### src/rtl/truth_table_sweeper_pkg.sv
// Shared types and constants for the truth-table sweep stages.
// Holds the sweep FSM state encoding, the row-count helper and the legal parameter ranges.
package sweeper_pkg;

    typedef enum logic [1:0] {
        IDLE   = 2'd0,
        SETTLE = 2'd1,
        SAMPLE = 2'd2,
        DONE   = 2'd3
    } state_t;

    localparam int N_IN_MIN   = 32'sd1;
    localparam int N_IN_MAX   = 32'sd4;
    localparam int SETTLE_MIN = 32'sd1;
    localparam int SETTLE_MAX = 32'sd15;

    // Number of truth-table rows for an n_in-input function.
    function automatic int rows_f(input int n_in);
        rows_f = 32'sd1 << n_in;
    endfunction

endpackage

### src/rtl/truth_table_sweeper_if.sv
// Bus between the sweeper and its function under test / controller.
// With TRUTH_TABLE_SWEEPER_CHECK_EN defined, the golden table and mismatch flag are added.
interface truth_table_sweeper_if
    import sweeper_pkg::*;
#(
    parameter int N_IN = 3
);
    localparam int ROWS = rows_f(N_IN);

    logic            start;
    logic            s_in;
    logic [N_IN-1:0] abc_out;
    logic [N_IN-1:0] m_out;
    logic [ROWS-1:0] table_out;
    logic            busy;
    logic            done;
`ifdef TRUTH_TABLE_SWEEPER_CHECK_EN
    logic [ROWS-1:0] expect_in;
    logic            mismatch;

    modport master (
        output start, s_in, expect_in,
        input  abc_out, m_out, table_out, busy, done, mismatch
    );
    modport slave (
        input  start, s_in, expect_in,
        output abc_out, m_out, table_out, busy, done, mismatch
    );
`else
    modport master (
        output start, s_in,
        input  abc_out, m_out, table_out, busy, done
    );
    modport slave (
        input  start, s_in,
        output abc_out, m_out, table_out, busy, done
    );
`endif

endinterface

### src/rtl/truth_table_sweeper_settle_timer.sv
// settle_timer: loadable 4-bit down-counter with a zero flag.
// Decrement saturates at zero so a stray dec never wraps to 15.
module settle_timer (
    input  logic       clk,
    input  logic       reset,
    input  logic       load,
    input  logic       dec,
    input  logic [3:0] load_val,
    output logic       zero
);
    logic [3:0] count_r;

    // Counter register: load wins over decrement.
    always_ff @(posedge clk) begin
        if (reset) begin
            count_r <= 4'd0;
        end else if (load) begin
            count_r <= load_val;
        end else if (dec && (count_r != 4'd0)) begin
            count_r <= count_r - 4'd1;
        end else begin
            count_r <= count_r;
        end
    end

    assign zero = (count_r == 4'd0);

endmodule

### src/rtl/truth_table_sweeper.sv
// truth_table_sweeper: drives every minterm of an N_IN-input function, captures its output.
// Optional golden-table compare when TRUTH_TABLE_SWEEPER_CHECK_EN is defined.
module truth_table_sweeper
    import sweeper_pkg::*;
#(
    parameter int N_IN   = 3,
    parameter int SETTLE = 1
) (
    input logic                  clk,
    input logic                  reset,
    truth_table_sweeper_if.slave bus
);
    localparam int              ROWS        = rows_f(N_IN);
    localparam logic [3:0]      SETTLE_LOAD = 4'(SETTLE - 1);
    localparam logic [N_IN-1:0] IDX_LAST    = N_IN'(ROWS - 1);
    localparam logic [N_IN-1:0] IDX_ONE     = N_IN'(1'b1);
    // The SETTLE parameter hides the enum literal of the same name.
    localparam state_t          ST_SETTLE   = sweeper_pkg::SETTLE;

    state_t          state_r, state_s;
    logic [N_IN-1:0] idx_r, idx_s;
    logic [ROWS-1:0] table_r, table_s;
    logic            busy_r, busy_s;
    logic            done_r, done_s;
    logic            tmr_load_s, tmr_dec_s, tmr_zero_s;
    logic            accept_s;
    logic            last_sample_s;

    settle_timer u_timer (
        .clk      (clk),
        .reset    (reset),
        .load     (tmr_load_s),
        .dec      (tmr_dec_s),
        .load_val (SETTLE_LOAD),
        .zero     (tmr_zero_s)
    );

    // State register.
    always_ff @(posedge clk) begin
        if (reset) begin
            state_r <= IDLE;
        end else begin
            state_r <= state_s;
        end
    end

    // Next-state logic; start is honoured only while not sweeping.
    always_comb begin
        state_s = state_r;
        case (state_r)
            IDLE, DONE: begin
                if (bus.start) state_s = ST_SETTLE;
                else           state_s = state_r;
            end
            ST_SETTLE: begin
                if (tmr_zero_s) state_s = SAMPLE;
                else            state_s = ST_SETTLE;
            end
            SAMPLE: begin
                if (idx_r == IDX_LAST) state_s = DONE;
                else                   state_s = ST_SETTLE;
            end
            default: state_s = IDLE;
        endcase
    end

    // Datapath and output next values derived from the current state.
    always_comb begin
        idx_s         = idx_r;
        table_s       = table_r;
        tmr_load_s    = 1'b0;
        tmr_dec_s     = 1'b0;
        accept_s      = 1'b0;
        last_sample_s = 1'b0;
        case (state_r)
            IDLE, DONE: begin
                if (bus.start) begin
                    accept_s   = 1'b1;
                    idx_s      = {N_IN{1'b0}};
                    table_s    = {ROWS{1'b0}};
                    tmr_load_s = 1'b1;
                end else begin
                    accept_s   = 1'b0;
                end
            end
            ST_SETTLE: begin
                if (tmr_zero_s) tmr_dec_s = 1'b0;
                else            tmr_dec_s = 1'b1;
            end
            SAMPLE: begin
                table_s[idx_r] = bus.s_in;
                if (idx_r == IDX_LAST) begin
                    last_sample_s = 1'b1;
                end else begin
                    idx_s      = idx_r + IDX_ONE;
                    tmr_load_s = 1'b1;
                end
            end
            default: begin
                idx_s   = {N_IN{1'b0}};
                table_s = {ROWS{1'b0}};
            end
        endcase
        busy_s = (state_s == ST_SETTLE) || (state_s == SAMPLE);
        done_s = (state_s == DONE);
    end

    // Output and datapath registers.
    always_ff @(posedge clk) begin
        if (reset) begin
            idx_r   <= {N_IN{1'b0}};
            table_r <= {ROWS{1'b0}};
            busy_r  <= 1'b0;
            done_r  <= 1'b0;
        end else begin
            idx_r   <= idx_s;
            table_r <= table_s;
            busy_r  <= busy_s;
            done_r  <= done_s;
        end
    end

    assign bus.abc_out   = idx_r;
    assign bus.m_out     = idx_r;
    assign bus.table_out = table_r;
    assign bus.busy      = busy_r;
    assign bus.done      = done_r;

`ifdef TRUTH_TABLE_SWEEPER_CHECK_EN
    logic [ROWS-1:0] expect_r;
    logic            mismatch_r, mismatch_s;

    // Mismatch is judged on the final table, so it is valid as done rises.
    always_comb begin
        mismatch_s = mismatch_r;
        if (accept_s) begin
            mismatch_s = 1'b0;
        end else if (last_sample_s) begin
            mismatch_s = (table_s != expect_r);
        end else begin
            mismatch_s = mismatch_r;
        end
    end

    // Golden table latch and mismatch flag.
    always_ff @(posedge clk) begin
        if (reset) begin
            expect_r   <= {ROWS{1'b0}};
            mismatch_r <= 1'b0;
        end else begin
            expect_r   <= accept_s ? bus.expect_in : expect_r;
            mismatch_r <= mismatch_s;
        end
    end

    assign bus.mismatch = mismatch_r;
`else
    logic unused_s;
    assign unused_s = accept_s ^ last_sample_s;
`endif

endmodule

### src/flat_wrapper.sv
// flat-port wrapper written by rule: the top's interface ports become plain ports
module truth_table_sweeper_flat import sweeper_pkg::*;
#(
    parameter int N_IN   = 3,
    parameter int SETTLE = 1
)
  (clk, reset, bus_start, bus_s_in, bus_abc_out, bus_m_out, bus_table_out, bus_busy, bus_done);
  truth_table_sweeper_if #(.N_IN(N_IN)) bus_i ();
  input logic clk;
  input logic reset;
  input wire logic [$bits(bus_i.start)-1:0] bus_start;
  input wire logic [$bits(bus_i.s_in)-1:0] bus_s_in;
  output wire logic [$bits(bus_i.abc_out)-1:0] bus_abc_out;
  output wire logic [$bits(bus_i.m_out)-1:0] bus_m_out;
  output wire logic [$bits(bus_i.table_out)-1:0] bus_table_out;
  output wire logic [$bits(bus_i.busy)-1:0] bus_busy;
  output wire logic [$bits(bus_i.done)-1:0] bus_done;
  assign bus_i.start = bus_start;
  assign bus_i.s_in = bus_s_in;
  assign bus_abc_out = bus_i.abc_out;
  assign bus_m_out = bus_i.m_out;
  assign bus_table_out = bus_i.table_out;
  assign bus_busy = bus_i.busy;
  assign bus_done = bus_i.done;
  truth_table_sweeper #(.N_IN(N_IN), .SETTLE(SETTLE)) u_core (.clk(clk), .reset(reset), .bus(bus_i));
endmodule
### config.mk
export PLATFORM = sky130hd
export DESIGN_NAME = truth_table_sweeper_flat
export DESIGN_NICKNAME = d
export VERILOG_FILES = /design/src/rtl/truth_table_sweeper_pkg.sv /design/src/rtl/truth_table_sweeper_if.sv /design/src/rtl/truth_table_sweeper_settle_timer.sv /design/src/rtl/truth_table_sweeper.sv /design/src/flat_wrapper.sv
export SDC_FILE = /design/constraint.sdc
export NUM_CORES = 1
export LEC_CHECK = 0
export CAP_MARGIN = 20
export CELL_PAD_IN_SITES_DETAIL_PLACEMENT = 1
export CELL_PAD_IN_SITES_GLOBAL_PLACEMENT = 1
export CORE_MARGIN = 10
export CORE_UTILIZATION = 38
export CTS_BUF_LIST = sky130_fd_sc_hd__clkbuf_16
export DETAILED_ROUTE_END_ITERATION = 6
export GPL_ROUTABILITY_DRIVEN = 0
export HOLD_SLACK_MARGIN = 0.12
export PLACE_DENSITY = 0.79
export SLEW_MARGIN = 15
export SYNTH_ARGS = -nofsm -noshare
export SYNTH_HDL_FRONTEND = slang
export SYNTH_SLANG_ARGS = --single-unit
### constraint.sdc
create_clock -name clk -period 2.4 [get_ports clk]
set_clock_uncertainty 0.2 [all_clocks]
set_input_delay 0.72 -clock clk [delete_from_list [all_inputs] [get_ports clk]]
set_output_delay 0.72 -clock clk [all_outputs]
set_load 0.01 [all_outputs]
After elaboration in Yosys (flattened, before gate mapping)
Cells that the tools add are included.
- register bits after elaboration: 19
- input bits: 4
- memories: 0
- bits in read-only memories: 0
- RAM bits: 0
- bits in latches: 0
- output and inout port bits: 16
- logic and storage cells: 47
- shift operators: 0
- $lt $le $gt $ge: 2
- equality and inequality tests: 9
- $add $sub $neg: 2
- reductions and logical operators: 11
- bitwise operators: 0
- multipliers: 0
- div/mod/pow operators: 0
- multiplexer cells: 17
- operators by type and width (cell ; count):
    $pmux 8 s2 ; 1
    $bwmux 8 ; 1
    $eq 2x2->1 const B ; 4
    $mux 8 ; 1
    $mux 2 ; 3
    $mux 3 ; 2
    $pmux 2 s3 ; 1
    $pmux 3 s2 ; 1
    $mux 1 ; 5
    $eq 2x1->1 const B ; 2
    $logic_not 4->1 ; 1
    $lt 3x4->1 const B ; 1
    $ne 2x2->1 const B ; 2
    $reduce_bool 4->1 ; 1
    $reduce_or 2->1 ; 2
    $sub 4x1->4 const B ; 1
    $add 3x1->3 const B ; 1
    $demux 1 s3 ; 1
    $eq 3x3->1 const B ; 1
    $ge 3x1->1 const B ; 1
    $reduce_and 3->1 ; 1
    $logic_and 1x1->1 ; 2
    $logic_not 2->1 ; 1
    $pmux 1 s2 ; 1
    3 further kinds ; 3

Longest topological paths before layout
- depth after elaboration: 6
- mapped depth: 8
- depth with buffers taken out: 7

Modules after synthesis
Synthesis repeated with hierarchy kept, for this count alone.
- cell total of the unflattened synthesis: 127
- area, all modules: 1198.6 um2
- by module, submodules not included (module ; cells an instance ; sequential area each (um2) ; area an instance (um2) ; times used):
    truth_table_sweeper ; 98 ; 300.3 ; 935.9 ; 1
    settle_timer ; 29 ; 80.1 ; 262.8 ; 1

Worst setup path after synthesis
OpenSTA, ideal clock, no wires.
- path type: register -> register
- from: register u_core.state_r[0]
- to: register u_core.table_r[7], in the netlist u_core.bus.table_out[7]
- path buffers: 2
- library setup time: 75 ps
- required time: 2125 ps
- period minus slack after synthesis: 2044 ps
- data arrival time: 1769 ps
- stages on the path, launching flop included: 8
- path slack: 356 ps
- path through: dfxtp_1 > inv_1 > ha_1 > nor2b_4 > buf_6 > or4b_4 > buf_6 > o22ai_1
- word-level cells in the longest chain between the ends: 4
- elaborated cells between the ends (all ways): 8
- those cells by class: 3 x eq/ne; 1 x mux; 4 x reduce/logical
- RTL lines (item ; line ; source):
    start: declaration ; truth_table_sweeper.sv:20 ; state_t state_r, state_s;
    start signal: assignment ; truth_table_sweeper.sv:43 ; state_r <= state_s;
    $eq 2x2->1 / $logic_not 2->1 (equally long branches) ; -- ;
    $reduce_or 2->1 ; -- ;
    $ne 2x2->1 (no line) / $reduce_bool 2->1 (equally long branches) ; -- ;
    $reduce_and 2->1 (no line) ; -- ;
    end signal: assignment ; truth_table_sweeper.sv:112 ; table_r <= {ROWS{1'b0}};
    end signal: assignment ; truth_table_sweeper.sv:117 ; table_r <= table_s;
    end: declaration ; truth_table_sweeper.sv:22 ; logic [ROWS-1:0] table_r, table_s;
Several ways; a longest one is shown, not always the timed one.
A chain may end at the register's enable or synchronous reset.

Final worst setup path
- from: register u_core.idx_r[1], in the netlist u_core.bus.abc_out[1]
- to: output port bus_m_out[1]
- RTL lines (item ; line ; source):
    start: declaration ; truth_table_sweeper.sv:21 ; logic [N_IN-1:0] idx_r, idx_s;
    start signal: assignment ; truth_table_sweeper.sv:111 ; idx_r <= {N_IN{1'b0}};
    start signal: assignment ; truth_table_sweeper.sv:116 ; idx_r <= idx_s;
    end: declaration ; flat_wrapper.sv:14 ; output wire logic [$bits(bus_i.m_out)-1:0] bus_m_out;
No word-level cell between the ends.

==> impl_metrics.csv <==
group,metric,value,unit
logic_synthesis,ys.flop_type,"dfxtp_1",
setup_path,critPathMaxStageDelay,0.62,ns
floorplan,pin_count,20,
grt,grt_pass1_wl,4550,um
power,combPwrFrac,47.9,%
route,vias_per_cell,5.61,
power,p_per_area,1040,nW/um2
power,leakagePower,0.489,nW
clock_network,cts_buffers,3,
sta,max_slew_margin,71.5,%
route,drtIter0Drc,29,
finish,fin_nets,151,
finish,drive_above_1_share,12.2,%
logic_synthesis,synth_cells,122,
clock_network,clk_latency,0.25,ns
setup_path,cp.required,1.48,ns
floorplan,fp.dieW,73.3,um
power,sw_frac_of_total,37.2,%
sta,setup_viol,0,
power,switching_power,0.527,mW
setup_path,r2r_cells,7,
placement,dpl.hpwl,2030,um
logic_synthesis,ys_async_sr_fraction,0,%
setup_path,critPathLaunch,"u_core.bus.abc_out[1]$_SDFFE_PP0P_",
power,pwr-share-clk,24.7,%
floorplan,initial_core_util,39.5,%
sta,slew_viol_final,0,
clock_network,postCtsSetupBuffers,0,
power,p_seq_share,27.5,%
clock_network,cts_tree,"yes",
floorplan,die_h,73.3,um
logic_synthesis,synth_seq_cells,19,
clock_network,postCtsHoldBufs,0,
route,drt_first_pass_iters,4,
clock_network,clk_path_buf_depth,2,
logic_synthesis,syn_area,1080,um2
grt,grt_max_degree,20,
grt,grt_pass1_vias,996,
setup_path,cp_slowest_cell,"clkdlybuf4s50_1",
clock_network,cts-resized-gates,0,
clock_network,cts.reportedPaths.clkPinSlew,0.06,ns
clock_network,htreeDepth,1,
logic_synthesis,synth_cell_type_count,32,
logic_synthesis,synthSimpleGateAreaFrac,22.7,%
sta,hold_viol,0,
power,internal_power,0.888,mW
route,wire_per_inst,16.2,um
setup_path,crit_arrival,1.42,ns
hold_path,min_delay_path_depth,2,
power,peakVddDrop,0.663,mV
grt,overflow,0,
finish,final_util,49.8,%
logic_synthesis,synth_top_family_by_area,"simple AND/OR/NAND/NOR gates",
finish,areaGrowthSynthToFinish,26.3,%
logic_synthesis,syn_area_per_cell,8.84,um2
logic_synthesis,synth_nets,133,
route,wl,2760,um
logic_synthesis,synth_seq_area_share,35.3,%
setup_path,r2r_end,"u_core.bus.busy$_SDFF_PP0_",
route,final_antenna_net_count,0,
sta,fmax,427,MHz
logic_synthesis,synth_edf_count,0,
hold_path,min_from,"u_core.bus.table_out[3]$_SDFFE_PP0P_",
hold_path,min_to,"u_core.bus.table_out[3]$_SDFFE_PP0P_",
setup_path,crit_chain,"clkdlybuf4s50_1",
setup_path,critPathMaxFanout,13,
route,drcViolationCount,0,
power,total_power,1.42,mW
hold_path,min_path_type,"reg -> reg",
grt,antenna_found_initial,0,
run_status,status,"complete, no violations",
logic_synthesis,synth_mux_area_share,0.928,%
clock_network,cts-root-buf,"clkbuf_16",
route,vias,953,
setup_path,cp-start-kind,"flip-flop",
setup_path,cp.buffers_inverters,1,
setup_path,r2r-start,"u_core.bus.abc_out[1]$_SDFFE_PP0P_",
setup_path,crit_path_end_kind,"output pin",
sta,worst_pin_slew,0.428,ns
job,cap_violations,0,
sta,tns,0,ns
sta,finalCriticalPeriod,2.34,ns
logic_synthesis,synth_fa_ha_area_share,8.12,%
setup_path,crit_family,"buffers and inverters",
logic_synthesis,ys_warn_count,0,
setup_path,cp.depth,1,
logic_synthesis,synth_compound_area_share,21.8,%
setup_path,worstSetupPathType,"reg -> out",
clock_network,cts_sinks,19,
grt,grt_use_total,10.4,%
logic_synthesis,synth_xor_xnor_area_share,0,%
sta,period_share,97.6,%
sta,rsz0062_at_grt,"no",
placement,port_buffers,19,
floorplan,core_area,2730,um2
setup_path,reg2reg_setup_slack,0.24,ns
floorplan,die-area,5370,um2
floorplan,fp-row-count,19,
finish,antennaDiodeCount,0,
-- sequential cells by signal, indices dropped and copies added, names as in the netlist --
name	cells
u_core.bus.abc_out	3
u_core.bus.busy	1
u_core.bus.done	1
u_core.bus.table_out	8
u_core.state_r	2
u_core.u_timer.count_r	4
-- logic make-up (layout without fill, tap and decap cells) --
kind of cell,count (synthesis),in the layout
AND/OR/NAND/NOR,38,38
adder cells (fa/ha/maj),7,7
multiplexers,1,1
buffers and inverters,25,42
AO/OA/AOI/OAI,32,32
flip-flops,19,19
-- routing by layer --
metal	part of all wire [%]	wire (um)	global-route usage, %	vias up
met2	53	1460	19.3	16
met5	0	0	0	-
met3	3.7	101	2.29	6
met1	41	1140	10.3	459
met4	2.4	65	5.70	0
li1	-	-	-	472
-- cell usage in the layout (no fill, tap or decap), types with 2 or more instances in the layout --
cell and instances:
clkdlybuf4s50_1 19, dfxtp_1 18, inv_1 13, a211oi_1 10
o32ai_1 9, ha_1 7, a21oi_1 6, nor2_1 6
buf_4 6, or3b_2 4, nand2b_1 4, nor2b_1 4
nand2_1 3, nor3_1 3, nand3b_1 3, clkbuf_16 3
a22oi_1 2, nand3_1 2, o22ai_1 2
-- per-stage QoR --
stage	hold slack [ns]	std cells	setup WS [ns]	area [um2]
after detailed placement	0.278	166	0.00361	1280
after global placement	0.264	166	0.0465	1280
final	0.281	170	0.0565	1360
after global routing	0.310	170	0.0155	1360
after floorplan	0.294	122	0.356	1080
after CTS	0.287	170	0.0390	1360
-- synthesized netlist by cell type (2+ instances only) --
cell	count	area share, %
nand2_1	3	1.0
nand2b_1	4	2.3
buf_4	3	2.1
nor2_1	6	2.1
or3b_2	4	3.2
dfxtp_1	19	35
o22ai_1	2	1.2
a22oi_1	2	1.4
clkbuf_1	7	2.4
nor2b_1	4	2.3
nand3_1	2	0.93
a21oi_1	6	2.8
inv_1	13	4.5
o32ai_1	9	7.3
nand3b_1	3	2.1
ha_1	7	8.1
nor3_1	3	1.4
a211oi_1	10	7.0
buf_6	2	2.1
-- area by class of cell --
| class | count | area (um2) |
|---|---|---|
| Multi-Input combinational cell | 78 | 578 |
| Timing Repair Buffer | 25 | 235 |
| Tap cell | 31 | 38.8 |
| Inverter | 13 | 48.8 |
| Clock buffer | 3 | 75.1 |
| Sequential cell | 19 | 382 |
| Fill cell | 324 | 1370 |
| Clock inverter | 1 | 5.00 |
-- power by group through the flow --
stage	Sequential [mW]	Combinational [mW]	Clock, mW
2_1_floorplan	0.391	0.493	0
3_3_place_gp	0.393	0.651	0
3_5_place_dp	0.396	0.675	0
4_1_cts	0.389	0.682	0.349
5_1_grt	0.395	0.756	0.368
6_report	0.389	0.678	0.349
-- worst max path at each step --
stage                                                      end  slack, ns
after global routing                            bus_abc_out[1]       0.02
final                                             bus_m_out[1]       0.06
after floorplan           u_core.bus.table_out[7]$_SDFFE_PP0P_       0.36
after global placement              u_core.bus.busy$_SDFF_PP0_       0.05
after CTS                                         bus_m_out[0]       0.04
after detailed placement            u_core.bus.busy$_SDFF_PP0_      0.004
Note: power is estimated with default switching activity, not from simulation.
